### config.mk
export PLATFORM = sky130hd
export DESIGN_NAME = sbox_mask_feeder
export DESIGN_NICKNAME = d
export VERILOG_FILES = /design/src/rtl/sbox_mask_feeder.sv
export SDC_FILE = /design/constraint.sdc
export NUM_CORES = 1
export LEC_CHECK = 0
export BUFFER_PORTS_ARGS = -buffer_cell sky130_fd_sc_hd__buf_2
export CAP_MARGIN = 40
export CORE_MARGIN = 2
export CORE_UTILIZATION = 40
export DETAILED_ROUTE_END_ITERATION = 6
export GPL_ROUTABILITY_DRIVEN = 0
export MAX_ROUTING_LAYER = met4
export PLACE_DENSITY = 0.62
export SYNTH_ARGS = -nofsm -noshare
export SYNTH_HDL_FRONTEND = slang
export SYNTH_SLANG_ARGS = --single-unit
### constraint.sdc
create_clock -name clk -period 3.3 [get_ports clk]
set_input_delay 0.33 -clock clk [delete_from_list [all_inputs] [get_ports clk]]
set_output_delay 0.33 -clock clk [all_outputs]
set_load 0.01 [all_outputs]
### src/rtl/sbox_mask_feeder.sv
// sbox_mask_feeder: front end and back end for a first-order masked 4-bit S-box pipeline.
// Plain nibbles are split into two Boolean shares, fresh randomness is produced every
// cycle by a xorshift64 generator, and the recombined S-box outputs are buffered in a
// small FIFO. The S-box pipeline cannot stall, so credits bound the number of items
// that are in flight or buffered.
module sbox_mask_feeder #(
    parameter int          LATENCY    = 9,
    parameter int          FIFO_DEPTH = 4,
    parameter int          WARMUP     = 16,
    parameter logic [63:0] SEED       = 64'h9E37_79B9_7F4A_7C15
) (
    input  logic        clk,
    input  logic        rst_n,
    input  logic [63:0] seed_in,
    input  logic        seed_load,
    input  logic        in_valid,
    output logic        in_ready,
    input  logic [3:0]  in_data,
    output logic [3:0]  SI_s0,
    output logic [3:0]  SI_s1,
    output logic [20:0] Fresh,
    input  logic [3:0]  SO_s0,
    input  logic [3:0]  SO_s1,
    output logic        out_valid,
    input  logic        out_ready,
    output logic [3:0]  out_data
);

    localparam int CRW = $clog2(FIFO_DEPTH + 1);
    localparam int PW  = (FIFO_DEPTH > 1) ? $clog2(FIFO_DEPTH) : 1;
    localparam int WCW = $clog2(WARMUP + 1);

    localparam logic [CRW-1:0] CREDIT_MAX = CRW'(FIFO_DEPTH);
    localparam logic [CRW-1:0] CR_ONE     = CRW'(1);
    localparam logic [PW-1:0]  PTR_LAST   = PW'(FIFO_DEPTH - 1);
    localparam logic [PW-1:0]  PTR_ONE    = PW'(1);
    localparam logic [WCW-1:0] WARM_LAST  = WCW'(WARMUP - 1);
    localparam logic [WCW-1:0] WARM_ONE   = WCW'(1);

    typedef enum logic [0:0] {
        ST_WARMUP = 1'b0,
        ST_RUN    = 1'b1
    } state_t;

    // One xorshift64 step: x ^= x<<13; x ^= x>>7; x ^= x<<17.
    function automatic logic [63:0] xs_step(input logic [63:0] v);
        logic [63:0] t;
        t = v ^ (v << 13);
        t = t ^ (t >> 7);
        t = t ^ (t << 17);
        return t;
    endfunction

    logic [63:0]       x_q;
    logic [63:0]       x_next;
    logic [3:0]        mask;

    state_t            state_q;
    state_t            state_d;
    logic [WCW-1:0]    warm_cnt_q;
    logic [WCW-1:0]    warm_cnt_d;

    logic [CRW-1:0]    credit_q;
    logic [LATENCY:0]  valid_sr;

    logic [3:0]        fifo_mem [FIFO_DEPTH];
    logic [PW-1:0]     wr_ptr;
    logic [PW-1:0]     rd_ptr;
    logic [CRW-1:0]    fifo_count;

    logic              accept;
    logic              push;
    logic              pop;
    logic [3:0]        recombined;

    assign x_next     = xs_step(x_q);
    assign mask       = x_next[3:0];
    assign accept     = in_valid & in_ready;
    assign push       = valid_sr[LATENCY];
    assign out_valid  = (fifo_count != '0);
    assign pop        = out_valid & out_ready;
    assign recombined = SO_s0 ^ SO_s1;
    assign out_data   = out_valid ? fifo_mem[rd_ptr] : 4'h0;

    // Generator state and registered Fresh: stepped every cycle, reloaded on a reseed
    // strobe with a zero seed replaced by the default seed so the generator never locks up.
    always_ff @(posedge clk) begin
        if (!rst_n) begin
            x_q   <= SEED;
            Fresh <= '0;
        end else begin
            if (seed_load) begin
                x_q <= (seed_in == 64'd0) ? SEED : seed_in;
            end else begin
                x_q <= x_next;
            end
            Fresh <= x_next[24:4];
        end
    end

    // Share registers: an accepted nibble is masked with m, otherwise a fresh sharing of
    // zero is presented so the S-box inputs toggle every cycle.
    always_ff @(posedge clk) begin
        if (!rst_n) begin
            SI_s0 <= '0;
            SI_s1 <= '0;
        end else begin
            SI_s0 <= accept ? (in_data ^ mask) : mask;
            SI_s1 <= mask;
        end
    end

    // Control state register: warm-up counter and run/warm-up mode.
    always_ff @(posedge clk) begin
        if (!rst_n) begin
            state_q    <= ST_WARMUP;
            warm_cnt_q <= '0;
        end else begin
            state_q    <= state_d;
            warm_cnt_q <= warm_cnt_d;
        end
    end

    // Next-state and in_ready: a reseed restarts warm-up and blocks acceptance that cycle;
    // in RUN, acceptance depends only on the registered credit count.
    always_comb begin
        state_d    = state_q;
        warm_cnt_d = warm_cnt_q;
        in_ready   = 1'b0;
        if (seed_load) begin
            state_d    = ST_WARMUP;
            warm_cnt_d = '0;
        end else begin
            case (state_q)
                ST_WARMUP: begin
                    if (warm_cnt_q == WARM_LAST) begin
                        state_d = ST_RUN;
                    end else begin
                        warm_cnt_d = warm_cnt_q + WARM_ONE;
                    end
                end
                ST_RUN: begin
                    in_ready = (credit_q < CREDIT_MAX);
                end
                default: begin
                    state_d    = ST_WARMUP;
                    warm_cnt_d = '0;
                end
            endcase
        end
    end

    // Credit counter: items accepted but not yet popped, in flight or buffered.
    always_ff @(posedge clk) begin
        if (!rst_n) begin
            credit_q <= '0;
        end else begin
            case ({accept, pop})
                2'b10:   credit_q <= credit_q + CR_ONE;
                2'b01:   credit_q <= credit_q - CR_ONE;
                default: credit_q <= credit_q;
            endcase
        end
    end

    // Valid tracking alongside the fixed-latency S-box; the top bit marks the cycle in
    // which the S-box output belongs to an accepted item. Not cleared on reseed so
    // in-flight items still drain.
    always_ff @(posedge clk) begin
        if (!rst_n) begin
            valid_sr <= '0;
        end else begin
            valid_sr <= {valid_sr[LATENCY-1:0], accept};
        end
    end

    // FIFO storage: recombined S-box output written at the tail on push.
    always_ff @(posedge clk) begin
        if (!rst_n) begin
            for (int i = 0; i < FIFO_DEPTH; i++) begin
                fifo_mem[i] <= '0;
            end
        end else if (push) begin
            fifo_mem[wr_ptr] <= recombined;
        end
    end

    // FIFO pointers and occupancy; credits guarantee a push never meets a full buffer.
    always_ff @(posedge clk) begin
        if (!rst_n) begin
            wr_ptr     <= '0;
            rd_ptr     <= '0;
            fifo_count <= '0;
        end else begin
            if (push) begin
                wr_ptr <= (wr_ptr == PTR_LAST) ? '0 : wr_ptr + PTR_ONE;
            end
            if (pop) begin
                rd_ptr <= (rd_ptr == PTR_LAST) ? '0 : rd_ptr + PTR_ONE;
            end
            case ({push, pop})
                2'b10:   fifo_count <= fifo_count + CR_ONE;
                2'b01:   fifo_count <= fifo_count - CR_ONE;
                default: fifo_count <= fifo_count;
            endcase
        end
    end

endmodule

Word-level counts from Yosys, hierarchy flattened

Memories as Yosys holds them, arrays and structs flattened. A register that Yosys moved wholly into a read port is not among the register bits.
Cells that the tools add are included.

Add/sub/neg operators: 7
$lt $le $gt $ge: 1
Eq/ne operators: 7
Muxes and demuxes: 21
Bitwise logic cells: 10
Reductions and logical operators: 7

Operators by type and width:

| cell                  | number |
|---|---|
| $mux W64              | 2 |
| $xor A64 B64 Y64      | 2 |
| $logic_not A64 Y1     | 1 |
| $xor A64 B57 Y64      | 1 |
| $mux W4               | 3 |
| $pmux W3 S2           | 2 |
| $mux W2               | 5 |
| $mux W1               | 9 |
| $eq A2 B2 Y1 const B  | 4 |
| $xor A4 B4 Y4         | 2 |
| $add A3 B1 Y3 const B | 2 |
| $sub A3 B1 Y3 const B | 2 |
| $add A5 B1 Y5 const B | 1 |
| $eq A5 B4 Y1 const B  | 1 |
| $add A2 B1 Y2 const B | 2 |
| $eq A2 B1 Y1 const B  | 2 |
| $reduce_bool A2 Y1    | 2 |
| $reduce_or A4 Y1      | 1 |
| $lt A3 B3 Y1 const B  | 1 |
| $not A1 Y1            | 3 |
| $reduce_bool A3 Y1    | 1 |
| $and A1 B1 Y1         | 2 |
| $reduce_and A2 Y1     | 1 |
| $reduce_or A2 Y1      | 1 |

Flip-flop bits (word level): 119
Memory bits (writable): 16
Input bits: 81
Output and inout port bits: 35
Logic and storage cells: 65
Memories kept: 1

Memories:

| memory   | depth | bits a word | rd ports | clocked after memory_dff | write ports | RTL line | RTL |
|---|---|---|---|---|---|---|---|
| fifo_mem | 4     | 4           | 1        | 1                        | 4           | 66       | `logic [3:0] fifo_mem [FIFO_DEPTH];` |

Depth between registers and ports, before layout

Gate-level depths: netlist of the first run.

Word-level depth: 6
Depth in mapped cells: 8
Gate-level depth less buffers: 8

Least setup slack after synthesis of the first run

OpenSTA, ideal clock, no wires.

Path kind: input-to-reg
From: in seed_load
To: reg credit_q[2]
Setup time: 0.071 ns
Arrival time: 1.975 ns
Data required time: 3.229 ns
Path slack: 1.254 ns
Cell stages on the path: 8
Buffers on the path: 2
Cells stage by stage: clkbuf_1 -> and4bb_2 -> clkbuf_1 -> nor2_1 -> fa_1 -> nor4_1 -> a31oi_1 -> a21oi_1

Word-level cells in the longest chain between the ends: 4
Elaborated cells on any way between the ends: 6
Classes of those cells: 2 x eq/ne; 2 x mux; 1 x bitwise; 1 x reduce/logical

RTL lines:

| what                                                     | RTL line | RTL |
|---|---|---|
| start, declared                                          | 15       | `input logic seed_load,` |
| $mux W1 *                                                | 130      | `if (seed_load) begin` |
| $and A1 B1 Y1 *                                          | 78       | `assign accept = in_valid & in_ready;` |
| $eq A2 B1 Y1 / $eq A2 B2 Y1 (equally long branches)      | 158      | `case ({accept, pop})` |
| $pmux W3 S2 / $reduce_bool A2 Y1 (equally long branches) | -        |  |
| end signal, assigned                                     | 159      | `2'b10: credit_q <= credit_q + CR_ONE;` |
| end signal, assigned                                     | 160      | `2'b01: credit_q <= credit_q - CR_ONE;` |
| end signal, assigned                                     | 161      | `default: credit_q <= credit_q;` |
| end, declared                                            | 63       | `logic [CRW-1:0] credit_q;` |

Every way passes the cells marked *; elsewhere a longest branch is shown, timed or not.
A chain may end at the register's enable or synchronous reset.

Final worst setup path of the first run

From: reg fifo_count[2]
To: reg fifo_count[2]

Word-level cells in the longest chain between the ends: 4
Elaborated cells on any way between the ends: 8
Classes of those cells: 2 x add/sub; 2 x eq/ne; 1 x mux; 1 x bitwise; 2 x reduce/logical

RTL lines:

| what                                                     | RTL line | RTL |
|---|---|---|
| start, declared                                          | 69       | `logic [CRW-1:0] fifo_count;` |
| start signal, assigned                                   | 202      | `2'b10: fifo_count <= fifo_count + CR_ONE;` |
| start signal, assigned                                   | 203      | `2'b01: fifo_count <= fifo_count - CR_ONE;` |
| start signal, assigned                                   | 204      | `default: fifo_count <= fifo_count;` |
| $reduce_bool A3 Y1 *                                     | 80       | `assign out_valid = (fifo_count != '0);` |
| $and A1 B1 Y1 *                                          | 81       | `assign pop = out_valid & out_ready;` |
| via pop                                                  | 73       | `logic pop;` |
| $eq A2 B1 Y1 / $eq A2 B2 Y1 (equally long branches)      | 201      | `case ({push, pop})` |
| $pmux W3 S2 / $reduce_bool A2 Y1 (equally long branches) | -        |  |

Mark *: on every way through the listed nets, which the timed path passes. The rest lies on a longest branch.

==> results of run 1 <==
stage by stage:
stage / instances / utilization [%] / total power [mW] / instance area (sq um) / hold WS, ps
after floorplan: 658 / - / 5.66 / 6390 / 412
after global placement: 968 / 45.4 / 6.48 / 7160 / 417
after detailed placement: 968 / 45.4 / 6.50 / 7160 / 423
after CTS: 1000 / 49.5 / 8.59 / 7800 / 151
after global routing: 1000 / 49.5 / 9.04 / 7800 / 158
final: 1000 / 49.5 / 8.57 / 7800 / 150
Yosys cell counts (all sizes together):
master,n
a31oi,3
o21ba,3
o21a,3
nor3b,1
o21ai,19
nand4,5
nor2,93
clkbuf,24
o211a,1
mux4,4
xnor3,1
o31ai,1
a21oi,34
mux2i,2
inv,9
nor2b,4
and4bb,1
a2bb2oi,7
nor4,17
xor2,36
or4,1
fa,2
nor3,8
or3,2
nand2,28
nand2b,1
buf,4
xnor2,138
and2,30
or2,2
edfxtp,16
a211oi,1
ha,5
nand3,2
dfxtp,121
a22oi,24
and3,5
worst max-delay path by stage:
stage | to | slack, ps | depth (start not counted)
3_3_place_gp | x_q[43]$_SDFF_PN1_ | 1070 | 5
6_report | fifo_count[2]$_SDFFE_PN0P_ | 1020 | 8
3_5_place_dp | x_q[40]$_SDFF_PN1_ | 1030 | 5
2_1_floorplan | credit_q[2]$_SDFFE_PN0P_ | 1250 | 8
4_1_cts | fifo_count[2]$_SDFFE_PN0P_ | 1030 | 8
5_1_grt | fifo_count[2]$_SDFFE_PN0P_ | 920 | 8
metal layers:
| layer | wire [microns] | vias up |
|---|---|---|
| li1 | - | 2446 |
| met1 | 7720 | 2491 |
| met2 | 8960 | 179 |
| met3 | 980 | 35 |
| met4 | 482 | 0 |
| met5 | 0 | - |
cell families (layout without fill, tap and decap cells):
kind of cell / after synthesis / after routing / synth area share, %
buf+inv: 37 / 163 / 2.55
compound gates: 96 / 96 / 9.60
xor+xnor: 175 / 175 / 24.2
fa+ha+maj: 7 / 7 / 1.61
simple gates: 200 / 200 / 14.9
mux: 6 / 6 / 1.72
flops: 137 / 137 / 45.5
state kept, by name (all words and copies together), names as in the netlist, named ones only:
register    cells
x_q            64
fifo_mem       16
wr_ptr          2
SI_s0           4
valid_sr       10
warm_cnt_q      5
SI_s1           4
rd_ptr          2
state_q         1
fifo_count      3
Fresh          21
credit_q        3
layout make-up:
| type | instances | area [sq um] |
|---|---|---|
| sequential | 137 | 2900 |
| tap | 216 | 270 |
| clock inverter | 13 | 190 |
| fill | 1504 | 7970 |
| inverter | 9 | 33.8 |
| multi-input combinational | 484 | 3320 |
| clock buffer | 19 | 453 |
| timing repair buffer | 122 | 628 |
power by group:
group | leakage [nW] | internal (mW) | switching [mW]
logic | 1.65 | 2.06 | 2.03
registers | 1.17 | 2.09 | 0.334
clock network | 0.314 | 1.31 | 0.748
total | 3.13 | 5.46 | 3.11
critical path, cell delays in order (launching register included):
cell     delay (ps)
dfxtp_1         340
o31ai_2         650
inv_1           160
ha_1            240
inv_1            80
fa_1            180
xor2_1           80
or3_1           320
a21oi_1         150
==> key figures, run 1 <==
Status
  • Status: complete, no violations

Logic synthesis
  • Post-Syn Instances: 658
  • Post-synth top area cell: dfxtp_1
  • Yosys warns: 0
  • Top post-synthesis cells by area: dfxtp_1, xnor2_1, edfxtp_1
  • Seq cells post-synth: 137
  • Syn_area_per_cell: 9.71 sq um
  • Post-synth net total: 746
  • Share of the yosys chip area belonging to registers: between 40% and 50%
  • Synth cell types: 39
  • Mapped Area: between 6000 and 7000 sq um
  • Post-synth top area share: 37.9%

Global route
  • Largest net degree at the start of global routing: 46
  • Vias in the first global route: around 5,000
  • Initial antenna violation count: 0
  • Total gr overflow: 0
  • Met3 usage: around 4.9%
  • GR Util met2: 36.8%
  • First-pass GRT wire length: approximately 27,000 microns
  • GRT Total Usage: 22.4%
  • Met1 Use GR: 26.9%
  • GRT busiest layer: met2

Timing
  • Setup TNS: 0 ps
  • Fmax: 0.439 GHz
  • Final setup viols: 0
  • Worst-margin pin slew: 871 ps
  • Final worst setup slack: between 1000 and 1500 ps
  • Unrepaired setup endpoints after global routing: false
  • Fin. max-slew vios: 0
  • Final Critical Period: 2280 ps
  • Fin. Hold Viols: 0
  • Post-Route Skew: 9.19 ps
  • Period Utilization, post-route: 69.0%
  • Slew margin rel.: 41.7%

Floorplanning
  • CORE AREA: between 15,000 and 20,000 sq um
  • Top-Level Pins: 116
  • Die height: 130 microns
  • # rows: 46
  • Die Span X: approximately 130 microns
  • Initial Util: 40.5%
  • Die area: 17,000 sq um

CTS
  • Clock Root Buffer: clkbuf_16
  • Cts hold-fix bufs: 0
  • CTS tree: done
  • Worst-Skew Late Latency: ~430 ps
  • H-tree Lvls: 4
  • Setup Buffers After CTS: 0
  • Clock-pin transition on the worst setup and hold timing paths: 60 ps
  • Resized cells post-CTS: 0
  • CTS sink cnt: 137
  • CTS Buf Count: 17
  • Max clock buf depth: 2

Critical path
  • Startpoint types: register
  • Crit end category: register
  • CP Data Required Time: between 3000 and 4000 ps
  • Crit path arrival time: 2630 ps
  • Worst setup startpoint: fifo_count[2]$_SDFFE_PN0P_
  • Worst reg2reg path depth: 8
  • Flop2flop setup slack: 1020 ps
  • Reg-to-reg endpoint: fifo_count[2]$_SDFFE_PN0P_
  • Setup CP Type: reg -> reg
  • Launching point of the worst reg2reg path: fifo_count[2]$_SDFFE_PN0P_
  • Crit-path max FO: 9

Drt
  • Routed len/inst: 18.1 microns
  • 1st-pass router iterations: 5
  • Vias per inst: 5.15
  • Routed via count: roughly 5,200
  • 1st-iter DRT viols: ~410
  • Routed Antenna Nets: 0
  • Routed Wire Length: 18,100 microns
  • DRC violations left: 0

Final layout
  • Commonest cells after routing, fill and taps aside: xnor2_1, dfxtp_1, buf_2
  • Layout cells sized above 1: 21.3%
  • Final nets: 859
  • Commonest non-fill, non-tap cell in the layout: xnor2_1
  • Synth-to-Final Area Change: 22.1%
  • Antenna Cells: 0

Min path
  • Hold Crit Class: in -> reg
  • Hold endpoint: x_q[23]$_SDFF_PN0_
  • Worst hold start: seed_in[23]
  • Hold depth: 3

Power and ir drop
  • Max IR drop VDD: 0.000468 V
  • Leak: between 3 and 4 nW
  • Pwr dens: 1100 nW/um^2

Place
  • HPWL after DPL: about 14,000 microns
  • Pre-CTS WS: 1030 ps
  • Buffers added on ports: 115

Job
  • Max Cap Violations: 0
Power figures use the tool's default switching activity.
==> run 2: changes to the inputs <==
==> constraint.sdc (replaced) <==
create_clock -name clk -period 2.3 [get_ports clk]
set_input_delay 0.23 -clock clk [delete_from_list [all_inputs] [get_ports clk]]
set_output_delay 0.23 -clock clk [all_outputs]
set_load 0.01 [all_outputs]
==> run 2 against run 1 <==
Net effect: utilization increased by 0.10 points; routed wire length grew 0.48%; clock-buffer cell count decreased by 1; largest cell class unchanged; die area is the same; clock power rose by 27%.
==> key figures, run 2 (synthesis gave the netlist of run 1 again) <==
Drt
  • Vias per inst: around 5
  • Routed Wire Length: 18,200 microns
  • DRC violations left: 0
  • Routed Antenna Nets: 0
  • Routed len/inst: 18.0 microns
  • 1st-iter DRT viols: approximately 540
  • Routed via count: 5,073
  • 1st-pass router iterations: 4

Critical path
  • Setup CP Type: reg -> out
  • Slowest stage delay, CP: 540 ps
  • Flop2flop setup slack: 340 ps
  • Reg-to-reg endpoint: fifo_count[2]$_SDFFE_PN0P_
  • CP Data Required Time: between 2000 and 2500 ps
  • Launching point of the worst reg2reg path: fifo_count[2]$_SDFFE_PN0P_
  • Crit end category: output pin
  • Worst reg2reg path depth: 8
  • Startpoint types: register
  • Crit-path slowest cell: mux4_2
  • Crit path arrival time: 1740 ps
  • Crit-path max FO: 4
  • Critical Path, Cell by Cell: mux4_2 -> nor2b_1 -> buf_2

CTS
  • Cts hold-fix bufs: 0
  • Worst-Skew Late Latency: 420 ps
  • Clock-pin transition on the worst setup and hold timing paths: 60 ps
  • CTS tree: done
  • Max clock buf depth: 2
  • Clock Root Buffer: clkbuf_16
  • CTS sink cnt: around 140
  • Setup Buffers After CTS: 0
  • H-tree Lvls: 4
  • CTS Buf Count: 17
  • Resized cells post-CTS: 0

Floorplanning
  • CORE AREA: around 16,000 sq um
  • Die height: 130 microns
  • Die area: 17,000 sq um
  • # rows: 46
  • Top-Level Pins: ~120
  • Initial Util: a little over 40%
  • Die Span X: 130 microns

Timing
  • Fin. max-slew vios: 0
  • Final setup viols: 0
  • Slew margin rel.: roughly three fifths
  • Final Critical Period: 1970 ps
  • Fin. Hold Viols: 0
  • Worst-margin pin slew: between 500 and 600 ps
  • Unrepaired setup endpoints after global routing: false
  • Final worst setup slack: 326 ps
  • Post-Route Skew: around 6.4 ps
  • Fmax: around 0.5 GHz
  • Period Utilization, post-route: 85.8%
  • Setup TNS: 0 ps

Min path
  • Hold depth: 3
  • Worst hold start: seed_in[5]
  • Hold Crit Class: in -> reg
  • Hold endpoint: x_q[5]$_SDFF_PN0_

Power and ir drop
  • Sw Share: a little under two fifths
  • Leak: 3.14 nW
  • Sequential power share: 28.9%
  • Pwr dens: 1540 nW/um^2
  • Clock share of power: 21.7%
  • Comb power frac: around 49%
  • Design internal power: between 7 and 8 mW
  • Psw: 4.48 mW
  • Max IR drop VDD: 0.000728 V

Final layout
  • Synth-to-Final Area Change: 22.4%
  • Antenna Cells: 0
  • Final nets: 872
  • Largest reg by FF count: x_q
  • Fin cells: 1,013
  • Top flop regs: x_q (64), Fresh (21), fifo_mem (16)
  • Commonest non-fill, non-tap cell in the layout: xnor2_1
  • Largest register FFs: 64
  • Commonest cells after routing, fill and taps aside: xnor2_1, dfxtp_1, buf_2
  • Layout cells sized above 1: 22.0%

Global route
  • Largest net degree at the start of global routing: 39
  • Total gr overflow: 0
  • Vias in the first global route: about 5,000
  • First-pass GRT wire length: roughly 27,000 microns
  • GRT Total Usage: 22.3%
  • Initial antenna violation count: 0

Status
  • Status: complete, no violations

Place
  • Placed Cells: 981
  • Pre-CTS WS: 113 ps
  • HPWL after DPL: about 14,000 microns
  • Buffers added on ports: 115

Job
  • Max Cap Violations: 0
==> run 2: cell count changes in the layout (fill, tap and decap cells not counted) <==
cell,change
clkinvlp_4,+3
clkinv_4,-1
bufinv_16,-2
buf_4,+13
clkinv_1,+4
clkbuf_8,-2
inv_6,-3
clkbuf_1,+1
==> run 2: power groups by stage <==
stage / Combinational (mW) / Clock (mW) / Sequential [mW]
after global routing: 6.44 / 2.75 / 3.52
after CTS: 5.96 / 2.64 / 3.47
after detailed placement: 5.89 / 0 / 3.52
final: 5.94 / 2.61 / 3.48
after global placement: 5.81 / 0 / 3.51
after floorplan: 4.66 / 0 / 3.46
==> run 2: per-layer routing <==
layer / up-vias / global-route usage (%) / share of wire (%) / routed length [microns]
met5: - / - / 0 / 0
met4: 0 / 10.8 / 3.7 / 670
met3: 43 / 4.59 / 5.2 / 940
met2: 154 / 36.0 / 48 / 8770
met1: 2410 / 26.7 / 43 / 7860
li1: 2466 / - / - / -
==> run 2: worst max path at each step <==
stage | end | slack (ps) | cells past startpoint
2_1_floorplan | credit_q[2]$_SDFFE_PN0P_ | 350 | 8
3_3_place_gp | x_q[40]$_SDFF_PN1_ | 190 | 5
3_5_place_dp | x_q[63]$_SDFF_PN1_ | 110 | 5
4_1_cts | out_data[0] | 300 | 3
5_1_grt | fifo_count[2]$_SDFFE_PN0P_ | 230 | 8
6_report | out_data[0] | 330 | 3
==> run 2: layout make-up <==
cell class / instances / area, sq um
fill: 1523 / 7960
multi-input combinational: 484 / 3320
sequential: 137 / 2900
timing repair buffer: 135 / 726
clock buffer: 18 / 429
tap: 216 / 270
clock inverter: 14 / 133
inverter: 9 / 33.8
==> run 2: per-stage QoR <==
step | hold WS [ps] | total power, mW | util [%] | instance area [sq um]
after CTS | 53.9 | 12.1 | 49.6 | 7820
after detailed placement | 417 | 9.41 | 46.0 | 7250
final | 65.9 | 12.0 | 49.6 | 7820
after global routing | 69.2 | 12.7 | 49.6 | 7820
after global placement | 414 | 9.32 | 46.0 | 7250
after floorplan | 360 | 8.11 | - | 6390
==> run 2: worst max-delay path: cells and delay by family (launching register included) <==
| family | cells | cell delay, ps |
|---|---|---|
| multiplexers | 1 | 540 |
| flip-flops | 1 | 490 |
| buffers and inverters | 1 | 160 |
| AND/OR/NAND/NOR | 1 | 140 |
==> run 3: changes to the inputs <==
--- a/config.mk
+++ b/config.mk
@@ -7,8 +7,9 @@
 export LEC_CHECK = 0
 export BUFFER_PORTS_ARGS = -buffer_cell sky130_fd_sc_hd__buf_2
 export CAP_MARGIN = 40
-export CORE_MARGIN = 2
+export CORE_MARGIN = 5
 export CORE_UTILIZATION = 40
+export CTS_BUF_LIST = sky130_fd_sc_hd__clkbuf_16
 export DETAILED_ROUTE_END_ITERATION = 6
 export GPL_ROUTABILITY_DRIVEN = 0
 export MAX_ROUTING_LAYER = met4
==> run 3 against run 2 <==
Net effect: routed wire length increased by 1.6%; sequential share of layout area about the same; final area about the same; global-route usage decreased by 1.3 points; first-iteration DRC count decreased by 17%.
==> key figures, run 3 (synthesis gave the netlist of run 1 again) <==
Floorplanning
  • # rows: 46
  • Top-Level Pins: between 100 and 150
  • Die height: 136 microns
  • Die area: 18,600 sq um
  • Initial Util: 40.5%
  • CORE AREA: 15,800 sq um
  • Die Span X: 136 microns

CTS
  • H-tree Lvls: 4
  • CTS tree: done
  • Clock-pin transition on the worst setup and hold timing paths: 60 ps
  • Resized cells post-CTS: 0
  • Max clock buf depth: 2
  • Worst-Skew Late Latency: 420 ps
  • CTS sink cnt: roughly 140
  • Clock Root Buffer: clkbuf_16
  • Setup Buffers After CTS: 0
  • CTS Buf Count: 17
  • Cts hold-fix bufs: 0

Drt
  • 1st-iter DRT viols: 442
  • DRC violations left: 0
  • 1st-pass router iterations: 5
  • Routed Wire Length: around 19,000 microns
  • Routed Antenna Nets: 0
  • Routed len/inst: 18.3 microns
  • Vias per inst: between 5 and 6
  • Routed via count: 5,130

Final layout
  • Final Util: 49.5%
  • Register Area: slightly below 3000 sq um
  • Antenna Cells: 0
  • Final nets: 872
  • Filler cells: 1,494
  • Commonest non-fill, non-tap cell in the layout: xnor2_1
  • Largest reg by FF count: x_q
  • Largest register FFs: 64
  • Multi-input gate area: roughly 3300 sq um
  • Top flop regs: x_q (64), Fresh (21), fifo_mem (16)
  • Synth-to-Final Area Change: 22.3%
  • Commonest cells after routing, fill and taps aside: xnor2_1, dfxtp_1, buf_2
  • Layout cells sized above 1: 22.5%
  • Fin cells: 1,013

Timing
  • Unrepaired setup endpoints after global routing: false
  • Fin. max-slew vios: 0
  • Period Utilization, post-route: 86.0%
  • Final Critical Period: 1980 ps
  • Final worst setup slack: 323 ps
  • Slew margin rel.: about three fifths
  • Fin. Hold Viols: 0
  • Setup TNS: 0 ps
  • Post-Route Skew: 5.87 ps
  • Fmax: 0.506 GHz
  • Worst-margin pin slew: 607 ps
  • Final setup viols: 0

Critical path
  • Crit path buf inv count: 1
  • CP Data Required Time: 2070 ps
  • Crit end category: output pin
  • Critical Path, Cell by Cell: mux4_2 -> nor2b_1 -> buf_2
  • Crit-path slowest cell: mux4_2
  • Setup CP Type: reg -> out
  • Crit-path max FO: 4
  • Slowest stage delay, CP: 540 ps
  • Cell family with most CP delay: multiplexers
  • Startpoint types: register
  • Crit path arrival time: 1750 ps

Global route
  • Initial antenna violation count: 0
  • Largest net degree at the start of global routing: 39
  • First-pass GRT wire length: 28,600 microns
  • Vias in the first global route: 5,216
  • GRT Total Usage: between 20% and 30%
  • Total gr overflow: 0

Status
  • Status: complete, no violations

Place
  • Buffers added on ports: roughly 120
  • HPWL after DPL: 14,300 microns
  • Placed Cells: 981
  • Pre-CTS WS: 108 ps

Power and ir drop
  • Max IR drop VDD: approximately 0.00073 V
  • Pwr dens: about 1500 nW/um^2
  • Leak: between 3 and 4 nW

Min path
  • Hold Crit Class: in -> reg

Job
  • Max Cap Violations: 0
-- run 3: cell count changes in the layout (fill, tap and decap cells not counted) --
| cell | previous run | this run |
|---|---|---|
| clkinv_1 | 4 | 1 |
| clkinvlp_4 | 4 | 3 |
| clkinv_4 | 2 | 4 |
| clkinv_2 | 2 | 4 |
| clkbuf_1 | 1 | 0 |
| inv_6 | 0 | 2 |
| bufinv_16 | 2 | 1 |
-- run 3: worst register-to-register path: stages (launching register included) --
cell and delay (ps):
dfxtp_1 410, o31ai_2 110, inv_1 80, ha_1 180, inv_1 60, fa_1 370
xor2_1 170, or3_1 310, a21oi_1 140
-- run 3: worst paths after layout --
kind                                                  from                          to  slack, ps  cells past startpoint
worst max register to register  fifo_count[0]$_SDFFE_PN0P_  fifo_count[2]$_SDFFE_PN0P_        400                      8
worst max-delay path                              register                 out_data[2]        320                      3
worst min register to register      valid_sr[8]$_SDFF_PN0_      valid_sr[9]$_SDFF_PN0_        430                      1
worst min-delay path                            seed_in[5]           x_q[5]$_SDFF_PN0_         60                      3
-- run 3: layer usage --
layer | global-route usage, % | up-vias | wire (microns)
met3 | 4.15 | 36 | 1070
met5 | - | - | 0
met2 | 34.8 | 162 | 9200
li1 | - | 2460 | -
met4 | 8.51 | 0 | 545
met1 | 25.2 | 2472 | 7710
-- run 3: per-stage QoR --
step           total power [mW]  hold WS [ps]  instance area (sq um)
6_report                   12.0          63.6                   7810
5_1_grt                    12.7          74.9                   7810
4_1_cts                    12.0          49.7                   7810
3_5_place_dp               9.40           419                   7250
3_3_place_gp               9.34           415                   7250
2_1_floorplan              8.11           360                   6390
-- run 3: power breakdown --
part | switching (mW) | internal, mW | total (mW) | leakage [nW]
sequential | 0.482 | 3.00 | 3.48 | 1.17
combinational | 2.98 | 2.98 | 5.96 | 1.72
clock | 1.07 | 1.48 | 2.55 | 0.267
total | 4.53 | 7.46 | 12.0 | 3.15
-- run 3: area by class of cell --
cell class                 count  share of cell area (%)
multi-input combinational    484                    42.5
clock inverter                15                    1.65
timing repair buffer         135                    9.29
tap                          216                    3.46
inverter                       9                   0.433
sequential                   137                    37.2
clock buffer                  17                    5.45
